## config.mk

```make
export PLATFORM = sky130hd
export DESIGN_NAME = uart_frame_streamer
export DESIGN_NICKNAME = d
export VERILOG_FILES = /design/src/rtl/uart_frame_streamer.sv
export SDC_FILE = /design/constraint.sdc
export NUM_CORES = 1
export LEC_CHECK = 0
export ABC_AREA = 1
export BUFFER_PORTS_ARGS = -buffer_cell sky130_fd_sc_hd__buf_4
export CORE_MARGIN = 3
export CORE_UTILIZATION = 45
export DETAILED_ROUTE_END_ITERATION = 12
export MAX_ROUTING_LAYER = met4
export PLACE_DENSITY = 0.77
export SETUP_SLACK_MARGIN = 0.2
export SLEW_MARGIN = 25
export SYNTH_ARGS = -nofsm -noshare
export SYNTH_HDL_FRONTEND = slang
export SYNTH_SLANG_ARGS = --single-unit
```

## constraint.sdc

```tcl
create_clock -name clk -period 5.4 [get_ports clk]
set_input_delay 1.08 -clock clk [delete_from_list [all_inputs] [get_ports clk]]
set_output_delay 1.08 -clock clk [all_outputs]
set_load 0.02 [all_outputs]
```

## src/rtl/uart_frame_streamer.sv

```systemverilog
// uart_frame_streamer: streams a block of BRAM result words to uart_tx, clamped to a pixel byte or as raw LSB-first bytes
module uart_frame_streamer #(
  parameter int DATA_W = 23,
  parameter int ADDR_W = 16,
  parameter int RD_LAT = 2
) (
  input  logic              clk,
  input  logic              reset,
  input  logic              i_start,
  input  logic              i_mode,
  input  logic [ADDR_W-1:0] i_base_addr,
  input  logic [ADDR_W-1:0] i_frame_len,
  output logic [ADDR_W-1:0] o_rd_addr,
  input  logic [DATA_W-1:0] i_rd_data,
  input  logic              i_busy,
  output logic              o_send,
  output logic [7:0]        o_transmit_data,
  output logic              o_active,
  output logic              o_done,
  output logic [ADDR_W-1:0] o_words_sent
);
  localparam int BYTES = (DATA_W + 7) / 8;
  localparam int IDX_W = BYTES > 1 ? $clog2(BYTES) : 1;
  localparam logic [IDX_W-1:0] LAST_IDX = IDX_W'(BYTES - 1);
  localparam logic [1:0] CNT_END = 2'(RD_LAT > 1 ? RD_LAT - 2 : 0);
  localparam logic signed [DATA_W-1:0] MAX_PIX = 255;
  typedef enum logic [2:0] {IDLE, ISSUE, RD_WAIT, LOAD, TX_REQ, TX_ACK, TX_DRAIN, DONE} state_t;
  state_t r_state, w_state;
  logic                     r_mode, w_mode;
  logic [ADDR_W-1:0]        r_base, w_base;
  logic [ADDR_W-1:0]        r_len, w_len;
  logic signed [DATA_W-1:0] r_word, w_word;
  logic [IDX_W-1:0]         r_idx, w_idx;
  logic [1:0]               r_cnt, w_cnt;
  logic [ADDR_W-1:0]        r_ws, w_ws;
  logic [ADDR_W-1:0]        r_rd_addr, w_rd_addr;
  logic [7:0]               r_tx_data, w_tx_data;
  logic                     r_active, w_active;
  logic                     r_done, w_done;
  logic [8*BYTES-1:0]       w_ext;
  logic [7:0]               w_clamp;
  logic [7:0]               w_sel;
  // Sign-extend to a whole number of bytes so the top raw byte carries the sign
  assign w_ext = {{(8*BYTES-DATA_W+1){r_word[DATA_W-1]}}, r_word[DATA_W-2:0]};
  assign w_clamp = r_word[DATA_W-1] ? 8'h00 : (r_word > MAX_PIX ? 8'hFF : r_word[7:0]);
  assign w_sel = r_mode ? w_ext[8*r_idx +: 8] : w_clamp;
  assign o_rd_addr = r_rd_addr;
  assign o_transmit_data = o_send ? w_sel : r_tx_data;
  assign o_active = r_active;
  assign o_done = r_done;
  assign o_words_sent = r_ws;
  always_ff @(posedge clk) begin
    if (reset) begin
      r_state   <= IDLE;
      r_mode    <= 1'b0;
      r_base    <= '0;
      r_len     <= '0;
      r_word    <= '0;
      r_idx     <= '0;
      r_cnt     <= '0;
      r_ws      <= '0;
      r_rd_addr <= '0;
      r_tx_data <= '0;
      r_active  <= 1'b0;
      r_done    <= 1'b0;
    end else begin
      r_state   <= w_state;
      r_mode    <= w_mode;
      r_base    <= w_base;
      r_len     <= w_len;
      r_word    <= w_word;
      r_idx     <= w_idx;
      r_cnt     <= w_cnt;
      r_ws      <= w_ws;
      r_rd_addr <= w_rd_addr;
      r_tx_data <= w_tx_data;
      r_active  <= w_active;
      r_done    <= w_done;
    end
  end
  always_comb begin
    w_state   = r_state;
    w_mode    = r_mode;
    w_base    = r_base;
    w_len     = r_len;
    w_word    = r_word;
    w_idx     = r_idx;
    w_cnt     = r_cnt;
    w_ws      = r_ws;
    w_tx_data = r_tx_data;
    w_active  = r_active;
    w_done    = r_done;
    o_send    = 1'b0;
    case (r_state)
      IDLE, DONE: if (i_start) begin
        w_mode   = i_mode;
        w_base   = i_base_addr;
        w_len    = i_frame_len;
        w_ws     = '0;
        w_done   = i_frame_len == '0;
        w_active = i_frame_len != '0;
        w_state  = i_frame_len == '0 ? DONE : ISSUE;
      end
      ISSUE: begin
        w_cnt   = '0;
        w_state = RD_LAT == 1 ? LOAD : RD_WAIT;
      end
      RD_WAIT: begin
        w_cnt   = r_cnt + 2'd1;
        w_state = r_cnt == CNT_END ? LOAD : RD_WAIT;
      end
      LOAD: begin
        w_word  = i_rd_data;
        w_idx   = '0;
        w_state = TX_REQ;
      end
      TX_REQ: if (!i_busy) begin
        o_send    = 1'b1;
        w_tx_data = w_sel;
        w_state   = TX_ACK;
      end
      TX_ACK: w_state = i_busy ? TX_DRAIN : TX_ACK;
      TX_DRAIN: if (!i_busy) begin
        if (r_mode && r_idx != LAST_IDX) begin
          w_idx   = r_idx + 1'b1;
          w_state = TX_REQ;
        end else begin
          w_ws     = r_ws + 1'b1;
          w_done   = w_ws == r_len;
          w_active = w_ws != r_len;
          w_state  = w_ws == r_len ? DONE : ISSUE;
        end
      end
      default: w_state = IDLE;
    endcase
    // Address is registered on entry to ISSUE so BRAM latency counts from the ISSUE cycle
    w_rd_addr = w_state == ISSUE ? w_base + w_ws : r_rd_addr;
  end
endmodule

```

### Word level (Yosys, flattened, before mapping)

Index checks and enable logic that the tools add are counted.

* bits in registers: 105
* output and inout port bits: 43

* $add $sub $neg: 4
* order comparisons: 1
* equality and inequality tests: 15
* shift-type cells: 1
* multiplexer cells: 33
* bitwise gates (word level): 1
* reduce and logical (&&, ||, !) cells: 13

Operators with widths (number)
* $mux 16: 5
* $mux 8: 4
* $pmux 16 s2: 1
* $shiftx 24x6->8: 1
* $gt 23x9->1 const B: 1
* $pmux 3 s7: 1
* $mux 3: 6
* $add 16x1->16 const B: 1
* $add 16x16->16: 1
* $eq 16x16->1: 1
* $logic_not 16->1: 1
* $ne 16x16->1: 1
* $reduce_bool 16->1: 1
* $eq 3x3->1 const B: 4
* $ne 2x2->1 const B: 5
* $mux 1: 9
* $pmux 2 s2: 2
* $eq 3x1->1 const B: 2
* $eq 3x2->1 const B: 2
* $mux 2: 3
* $reduce_bool 2->1: 3
* $add 2x1->2 const B: 2
* $pmux 1 s2: 2
* $reduce_and 2->1: 2
* other kinds (7): 7

### Logic depth before layout (Yosys ltp)

Gate-level depths: netlist of the first run.

* depth in word-level cells: 7
* mapped depth: 25

### Worst setup path before layout of the first run

OpenSTA, ideal clock, no wires.

* path type: input -> register
* from: input i_busy
* to: register r_rd_addr[10] (netlist: o_rd_addr[10])
* data arrival time: 3.430 ns
* slack: 1.861 ns
* cell stages on the path: 15
* path through: nor2_1 -> nor2_1 -> nor2_2 -> clkbuf_1 -> o22ai_1 -> ha_1 -> a21oi_1 -> a21boi_0 -> o21ai_0 -> nand2_1 -> nand3b_1 -> nand2_1 -> nand4_1 -> nand2_1 -> nor2_2

* word-level cells in the longest chain between the ends: 3
* elaborated cells on any way between the ends: 8
* classes of those cells: add/sub: 1; eq/ne: 1; mux: 6

RTL lines
* start, declared: line 15 `input logic i_busy,`
* $mux 16: line 123 `TX_DRAIN: if (!i_busy) begin`
* $pmux 16 s2: line 94 `case (r_state)`
* net w_ws[5]: line 35 `logic [ADDR_W-1:0] r_ws, w_ws;`
* $add 16x16->16: line 137 `w_rd_addr = w_state == ISSUE ? w_base + w_ws : r_rd_addr;`
* end signal, assigned: line 75 `r_rd_addr <= w_rd_addr;`
* end, declared: line 36 `logic [ADDR_W-1:0] r_rd_addr, w_rd_addr;`

The timed path passes the listed nets, and every way through them passes these cells.
A chain may end at the register's enable or synchronous reset.

### Final worst setup path of the first run

* from: register r_idx[0]
* to: register r_rd_addr[10] (netlist: o_rd_addr[10])

* word-level cells in the longest chain between the ends: 6
* elaborated cells on any way between the ends: 10
* classes of those cells: add/sub: 1; eq/ne: 2; mux: 6; reduce/logical: 1

RTL lines
* start, declared: line 33 `logic [IDX_W-1:0] r_idx, w_idx;`
* start signal, assigned: line 72 `r_idx <= w_idx;`
* $ne 2x2->1: line 124 `if (r_mode && r_idx != LAST_IDX) begin`
* $logic_and 1x1->1: line 124
* $mux 16: line 124
* $mux 16: line 123
* $pmux 16 s2: line 94
* net w_ws[0]: line 35
* $add 16x16->16: line 137

The timed path passes the listed nets, and every way through them passes these cells.

==> results.sh, run 1 <==
export IMPL_synth_warnings=0
export IMPL_hold_viol=0
export IMPL_max_cap_viol_count=0
export IMPL_min_path_cells=1
export IMPL_coreArea_um2=13000
export IMPL_grt_ovfl_total=0
export IMPL_synth_cell_types=43
export IMPL_fin_worst_skew_ps=10.8
export IMPL_num_rows=41
export IMPL_ir_worst_vdd_v=0.000194
export IMPL_syn_avg_cell_area_um2=6.47
export IMPL_htree_levels=3
export IMPL_synthMuxAreaShare_pct=0
export IMPL_worstPathArrival_ps=4190
export IMPL_min_to="r_cnt[0]"
export IMPL_drt_iter0_markers=498
export IMPL_place_gp_congestion=0.921
export IMPL_r2r_setup_slack_ps=1470
export IMPL_yosys_area_share_simple_pct=32.2
export IMPL_cts_hold_repair_buffers=0
export IMPL_dp_cells=1192
export IMPL_ant_nets=0
export IMPL_avgRoutedWirePerCell_um=13.2
export IMPL_layout_setup_ws_ps=1470
export IMPL_dieArea_um2=15000
export IMPL_power_density_nw_per_um2=456
export IMPL_portBuffers=102
export IMPL_switching_share_pct=43.1
export IMPL_seqPwrFrac_pct=32.2
export IMPL_root_buffer="clkbuf_16"
export IMPL_slew_headroom_pct=53.3
export IMPL_yosys_area_share_adder_pct=4.00
export IMPL_timing_rr_start="r_idx[0]"
export IMPL_start_util_pct=47.2
export IMPL_period_minus_slack_ps=3930
export IMPL_io_pins=103
export IMPL_regToRegEndpoint="o_rd_addr[10]"
export IMPL_die_w_um=123
export IMPL_clkTransAtPathRegs_ps=80
export IMPL_vias=6159
export IMPL_startpoint_type="register"
export IMPL_syn2layout_area_growth_pct=19.4
export IMPL_synth_edf_count=0
export IMPL_synth_compound_area_share_pct=16.0
export IMPL_syn_inst=946
export IMPL_async_reset_ff_share_pct=0
export IMPL_cts_sinks=105
export IMPL_clock_path_buffers=2
export IMPL_comb_power_share_pct=47.0
export IMPL_finalPower_mw=3.33
export IMPL_p_switching_mw=1.44
export IMPL_synth_main_ff_cell="dfxtp_1"
export IMPL_cts_resized=0
export IMPL_max_slew_worst_pin_slew_ps=698
export IMPL_dp_hpwl_um=12200
export IMPL_layout_cells_non_filler=1208
export IMPL_final_max_slew_violation_count=0
export IMPL_antenna_found_initial=0
export IMPL_finalInstanceArea_um2=7310
export IMPL_setup_viol=0
export IMPL_grt_pass1_vias=5445
export IMPL_hold_start="r_cnt[0]"
export IMPL_power_frac_clock_pct=20.9
export IMPL_nets=1110
export IMPL_antenna_cells=0
export IMPL_rsz0062_at_grt="no"
export IMPL_preCtsSetupSlack_ps=1410
export IMPL_tns_ps=0
export IMPL_period_share_pct=72.8
export IMPL_reg2reg_depth=23
export IMPL_numCtsBuffers=9
export IMPL_grt_first_pass_wirelength_um=26000
export IMPL_drt_pass1_iter_count=5
export IMPL_hold_path_class="reg2reg"
export IMPL_grt_max_degree=58
export IMPL_cp_max_fo=26
export IMPL_wirelength_um=15900
export IMPL_synth_fp_nets=1025
export IMPL_synth_xor_area_share_pct=2.00
export IMPL_required_ps=5670
export IMPL_end_kind="register"
export IMPL_worstSetupPathType="reg2reg"
export IMPL_insertion_delay_ps=360
export IMPL_leakage_nw=3.59
export IMPL_crit_top_cell="nand2_1"
export IMPL_fillers=1290
export IMPL_internal_power_mw=1.90
export IMPL_drive_above_1_share_pct=15.3
export IMPL_die_h_um=123
export IMPL_crit_chain="inv_1, ha_1, nor2_1, nor2_1, nor2_1, nor2_2, buf_4, a21oi_1, ha_1, inv_1, fa_1, inv_1, nand3_1, nand2_1, a21boi_0, o21ai_0, nand2_1, nand2_1, nand2_1, nand2_1, nand4_1, nand2_1, nor2_2"
export IMPL_status="complete, no violations"
export IMPL_placed_area_um2=7000
export IMPL_grt_use_total_pct=22.4
export IMPL_max_stage_delay_ps=490
export IMPL_syn_cell_area_um2=6120
export IMPL_drc=0
export IMPL_postCtsSetupBuffers=0
export IMPL_via_per_inst=5.10
export IMPL_ys_seq_area_share_pct=34.3
export IMPL_critPathSlowestCell="dfxtp_1"
export IMPL_cts_tree="done"
export IMPL_fmax_mhz=255
export IMPL_synth_top_family_by_area="simple AND/OR/NAND/NOR gates"
export IMPL_synth_seq_cells=105
==> critical path, delay by kind of cell, from the launching register on <==
family                   cells  cell delay [ps]
flip-flops                   1              490
AND/OR/NAND/NOR             13             1230
AO/OA/AOI/OAI                3              660
buffers and inverters        4              590
adder cells (fa/ha/maj)      3              870
==> through the flow <==
stage,hold WS [ps],utilization [%]
after floorplan,422,-
after global placement,441,53.9
after detailed placement,446,53.9
after CTS,464,56.3
after global routing,496,56.3
final,468,56.3
==> power by group through the flow <==
stage | combinational [mW] | clock (mW) | sequential (mW)
after detailed placement | 1.56 | 0 | 1.09
after global placement | 1.54 | 0 | 1.08
after CTS | 1.57 | 0.707 | 1.07
after global routing | 1.80 | 0.739 | 1.09
final | 1.57 | 0.696 | 1.07
after floorplan | 1.16 | 0 | 1.10
==> per-layer routing <==
metal | routed length [um] | GRT usage [%] | up-vias
met2 | 6980 | 33.8 | 199
met3 | 904 | 4.75 | 34
met1 | 7700 | 30.0 | 2718
met4 | 353 | 7.14 | 0
li1 | - | - | 3208
met5 | 0 | - | -
==> logic make-up (layout without fill, tap and decap cells) <==
logic type	after synthesis	count (layout)
XOR/XNOR	14	14
flip-flops	105	105
buffers and inverters	181	271
AO/OA/AOI/OAI	179	179
adder cells (fa/ha/maj)	19	19
AND/OR/NAND/NOR	448	448
==> cell usage after synthesis (6+ instances only) <==
master    instances  area, um2
a21oi_1          67        335
and2_1            8       50.1
clkbuf_1         25       93.8
dfxtp_1         105       2100
ha_1             18        225
inv_1           139        522
inv_2            10       37.5
nand2_1         166        623
nand2_2           6       37.5
nand3_1          44        220
nand4_1          22        138
nor2_1          167        627
nor2_2           12       75.1
nor4_1            7       43.8
o21ai_0          77        385
o22ai_1          11       68.8
xnor2_1           9       78.8
==> final cells by class <==
cell class              count  area [um2]  area share (%)
clock buffers              10         239            3.27
clock inverters             6        73.8            1.01
inverters                 149         559            7.65
multi-input cells         660        3320            45.5
flip-flops and latches    105        2100            28.8
well taps                 172         215            2.94
repair buffers            106         796            10.9
==> flip-flops by register name, summed over array words and instances (netlist names) <==
| register | count |
|---|---|
| o_active | 1 |
| o_rd_addr | 16 |
| r_mode | 1 |
| o_words_sent | 16 |
| r_base | 16 |
| r_cnt | 2 |
| r_len | 16 |
| r_word | 23 |
| r_tx_data | 8 |
| r_state | 3 |
| o_done | 1 |
| r_idx | 2 |
==> worst max path at each step <==
stage                        start       endpoint  slack, ps  cells after the start
after floorplan             i_busy  o_rd_addr[10]       1860                     15
after global placement     i_start  o_rd_addr[10]       1470                     16
after detailed placement   i_start  o_rd_addr[10]       1410                     16
after CTS                 r_idx[0]  o_rd_addr[10]       1530                     23
after global routing      r_idx[0]  o_rd_addr[10]       1010                     23
final                     r_idx[0]  o_rd_addr[10]       1470                     23
==> placed cells by master, fill, tap and decap left out, types with 2 or more instances in the layout <==
| cell | synthesis | routed |
|---|---|---|
| nor4_1 | 7 | 7 |
| nor2_4 | 2 | 2 |
| nand2_1 | 166 | 165 |
| buf_4 | 0 | 106 |
| nor2_2 | 12 | 12 |
| nand3b_1 | 2 | 2 |
| a31oi_1 | 2 | 2 |
| clkbuf_16 | 0 | 9 |
| inv_1 | 139 | 139 |
| a32oi_1 | 4 | 4 |
| nor2_1 | 167 | 167 |
| a2bb2oi_1 | 2 | 2 |
| o22ai_1 | 11 | 11 |
| xnor2_1 | 9 | 9 |
| ha_1 | 18 | 18 |
| nand2_2 | 6 | 7 |
| and2_1 | 8 | 8 |
| o2bb2ai_1 | 5 | 5 |
| nand4_1 | 22 | 22 |
| xor2_1 | 5 | 5 |
| nor3_1 | 5 | 5 |
| inv_8 | 0 | 2 |
| dfxtp_1 | 105 | 105 |
| inv_2 | 10 | 10 |
| o21ai_1 | 2 | 2 |
| a21oi_1 | 67 | 67 |
| o21ai_0 | 77 | 77 |
| nand3_1 | 44 | 44 |
| a211oi_1 | 2 | 2 |
| nor2_8 | 2 | 2 |
Note: power is estimated with default switching activity, not from simulation.
==> inputs of run 2 (changes only) <==
--- a/config.mk
+++ b/config.mk
@@ -11,7 +11,7 @@
 export CORE_UTILIZATION = 45
 export DETAILED_ROUTE_END_ITERATION = 12
 export MAX_ROUTING_LAYER = met4
-export PLACE_DENSITY = 0.77
+export PLACE_DENSITY = 0.8
 export SETUP_SLACK_MARGIN = 0.2
 export SLEW_MARGIN = 25
 export SYNTH_ARGS = -nofsm -noshare
==> constraint.sdc (replaced) <==
create_clock -name clk -period 3.2 [get_ports clk]
set_input_delay 0.64 -clock clk [delete_from_list [all_inputs] [get_ports clk]]
set_output_delay 0.64 -clock clk [all_outputs]
set_load 0.02 [all_outputs]
==> run 2 against run 1 <==
Net effect:
- hold slack lost 12 ps
- global-route usage rose by 0.70 points
- first-iteration DRC count is 28% lower
- cell count rose by 3.0%
- cell area up 6.5%
- largest power group unchanged
==> results.sh, run 2 (synthesized netlist as in run 1, its figures left out) <==
export IMPL_status="complete, no violations"
export IMPL_finish_utilization_pct=60.0
export IMPL_drt_iter0_markers=359
export IMPL_cts_hold_repair_buffers=0
export IMPL_num_rows=41
export IMPL_setup_viol=0
export IMPL_portBuffers=102
export IMPL_die_w_um=123
export IMPL_vias=6372
export IMPL_placed_area_um2=7170
export IMPL_drive_above_1_share_pct=22.5
export IMPL_io_pins=103
export IMPL_critPathSlowestCell="dfxtp_4"
export IMPL_grt_use_total_pct=23.1
export IMPL_multi_input_area_um2=3520
export IMPL_final_max_slew_violation_count=0
export IMPL_dp_hpwl_um=12900
export IMPL_syn2layout_area_growth_pct=27.1
export IMPL_clock_path_buffers=2
export IMPL_max_cap_viol_count=0
export IMPL_hold_path_class="reg2reg"
export IMPL_grt_max_degree=52
export IMPL_tns_ps=0
export IMPL_antenna_found_initial=0
export IMPL_numCtsBuffers=9
export IMPL_power_density_nw_per_um2=770
export IMPL_drc=0
export IMPL_grt_ovfl_total=0
export IMPL_final_cell_mix="nor2_1 (160), nand2_1 (159), buf_4 (139)"
export IMPL_dp_cells=1209
export IMPL_place_gp_congestion=0.959
export IMPL_dieArea_um2=15000
export IMPL_end_kind="register"
export IMPL_max_slew_worst_pin_slew_ps=682
export IMPL_final_seq_area_um2=2110
export IMPL_rsz0062_at_grt="yes"
export IMPL_crit_top_cell="nand2_1"
export IMPL_cts_tree="done"
export IMPL_ant_nets=0
export IMPL_layout_cells_non_filler=1244
export IMPL_fillers=1197
export IMPL_fin_hold_ws_ps=456
export IMPL_die_h_um=123
export IMPL_worstPathArrival_ps=3130
export IMPL_antenna_cells=0
export IMPL_slew_headroom_pct=54.5
export IMPL_grt_pass1_vias=5876
export IMPL_cts_sinks=105
export IMPL_crit_chain="nand2_4, nand2_4, o21ai_2, inv_2, nand2_2, nand2_2, nor2_4, buf_6, a21oi_4, ha_4, inv_2, fa_2, inv_2, nand3_1, nand2_2, a21boi_4, o21ai_2, nand2_1, nand2_1, nand2_1, nand2_1, nand4_1, nand2_1, nor2_2"
export IMPL_finalPower_mw=5.99
export IMPL_preCtsSetupSlack_ps=-1.02
export IMPL_wirelength_um=17200
export IMPL_cp_max_fo=5
export IMPL_fin_worst_skew_ps=9.18
export IMPL_drt_pass1_iter_count=6
export IMPL_layout_setup_ws_ps=326
export IMPL_period_share_pct=89.8
export IMPL_coreArea_um2=13000
export IMPL_required_ps=3460
export IMPL_largest_reg_flops=23
export IMPL_htree_levels=3
export IMPL_grt_first_pass_wirelength_um=26900
export IMPL_via_per_inst=5.12
export IMPL_max_stage_delay_ps=400
export IMPL_period_minus_slack_ps=2870
export IMPL_worstSetupPathType="reg2reg"
export IMPL_startpoint_type="register"
export IMPL_avgRoutedWirePerCell_um=13.8
export IMPL_clkTransAtPathRegs_ps=70
export IMPL_cp_top_family="simple AND/OR/NAND/NOR gates"
export IMPL_layout_commonest_cell="nor2_1"
export IMPL_finalInstanceArea_um2=7780
export IMPL_start_util_pct=47.2
export IMPL_ir_worst_vdd_v=0.000422
export IMPL_root_buffer="clkbuf_16"
export IMPL_crit_buf_inv=4
export IMPL_insertion_delay_ps=360
export IMPL_fmax_mhz=348
export IMPL_hold_viol=0
export IMPL_nets=1146
export IMPL_largest_register="r_word"
export IMPL_leakage_nw=3.80
[run 2: cell types whose count changed in the layout (fill, tap and decap cells not counted), sizes merged]
cell / delta
buf: +36
clkbuf: +1
inv: -3
clkinv: +1
clkinvlp: +1
[run 2: cell type report]
class                           count  area share [%]
Clock inverter                      5           0.723
Clock buffer                       11            2.99
Tap cell                          172            2.76
Timing Repair Buffer              142            14.0
Sequential cell                   105            27.2
Multi-Input combinational cell    660            45.2
Inverter                          149            7.23
[run 2: repair_timing]
action / CTS / global route
buffers inserted: 0 / 19
pin swaps: 1 / 24
endpoints found under the setup margin: 5 / 11
gates resized for setup: 6 / 56
[run 2: per-layer routing]
metal	vias to the layer above	routed length, um	global-route usage (%)
met4	0	412	7.70
li1	3291	-	-
met5	-	0	-
met2	136	8630	40.4
met3	28	666	4.70
met1	2917	7480	26.3
[run 2: path summary, 6_finish.rpt]
path,from,endpoint,slack (ps),depth (start not counted)
min reg2reg,r_cnt[0],r_cnt[0],460,1
max reg2reg,r_state[1],o_rd_addr[10],330,24
max,r_state[1],o_rd_addr[10],330,24
min,r_cnt[0],r_cnt[0],460,1
[run 2: report_power, final]
group | switching (mW) | internal (mW) | total, mW
Sequential | 0.193 | 1.63 | 1.82
Clock | 0.497 | 0.606 | 1.10
Combinational | 1.88 | 1.19 | 3.07
[run 2: worst register-to-register path: cells and delay by family, from the launching register on]
kind	cells	cell delay, ps
compound gates	4	460
fa+ha+maj	2	540
buf+inv	4	320
flops	1	400
simple gates	14	1050
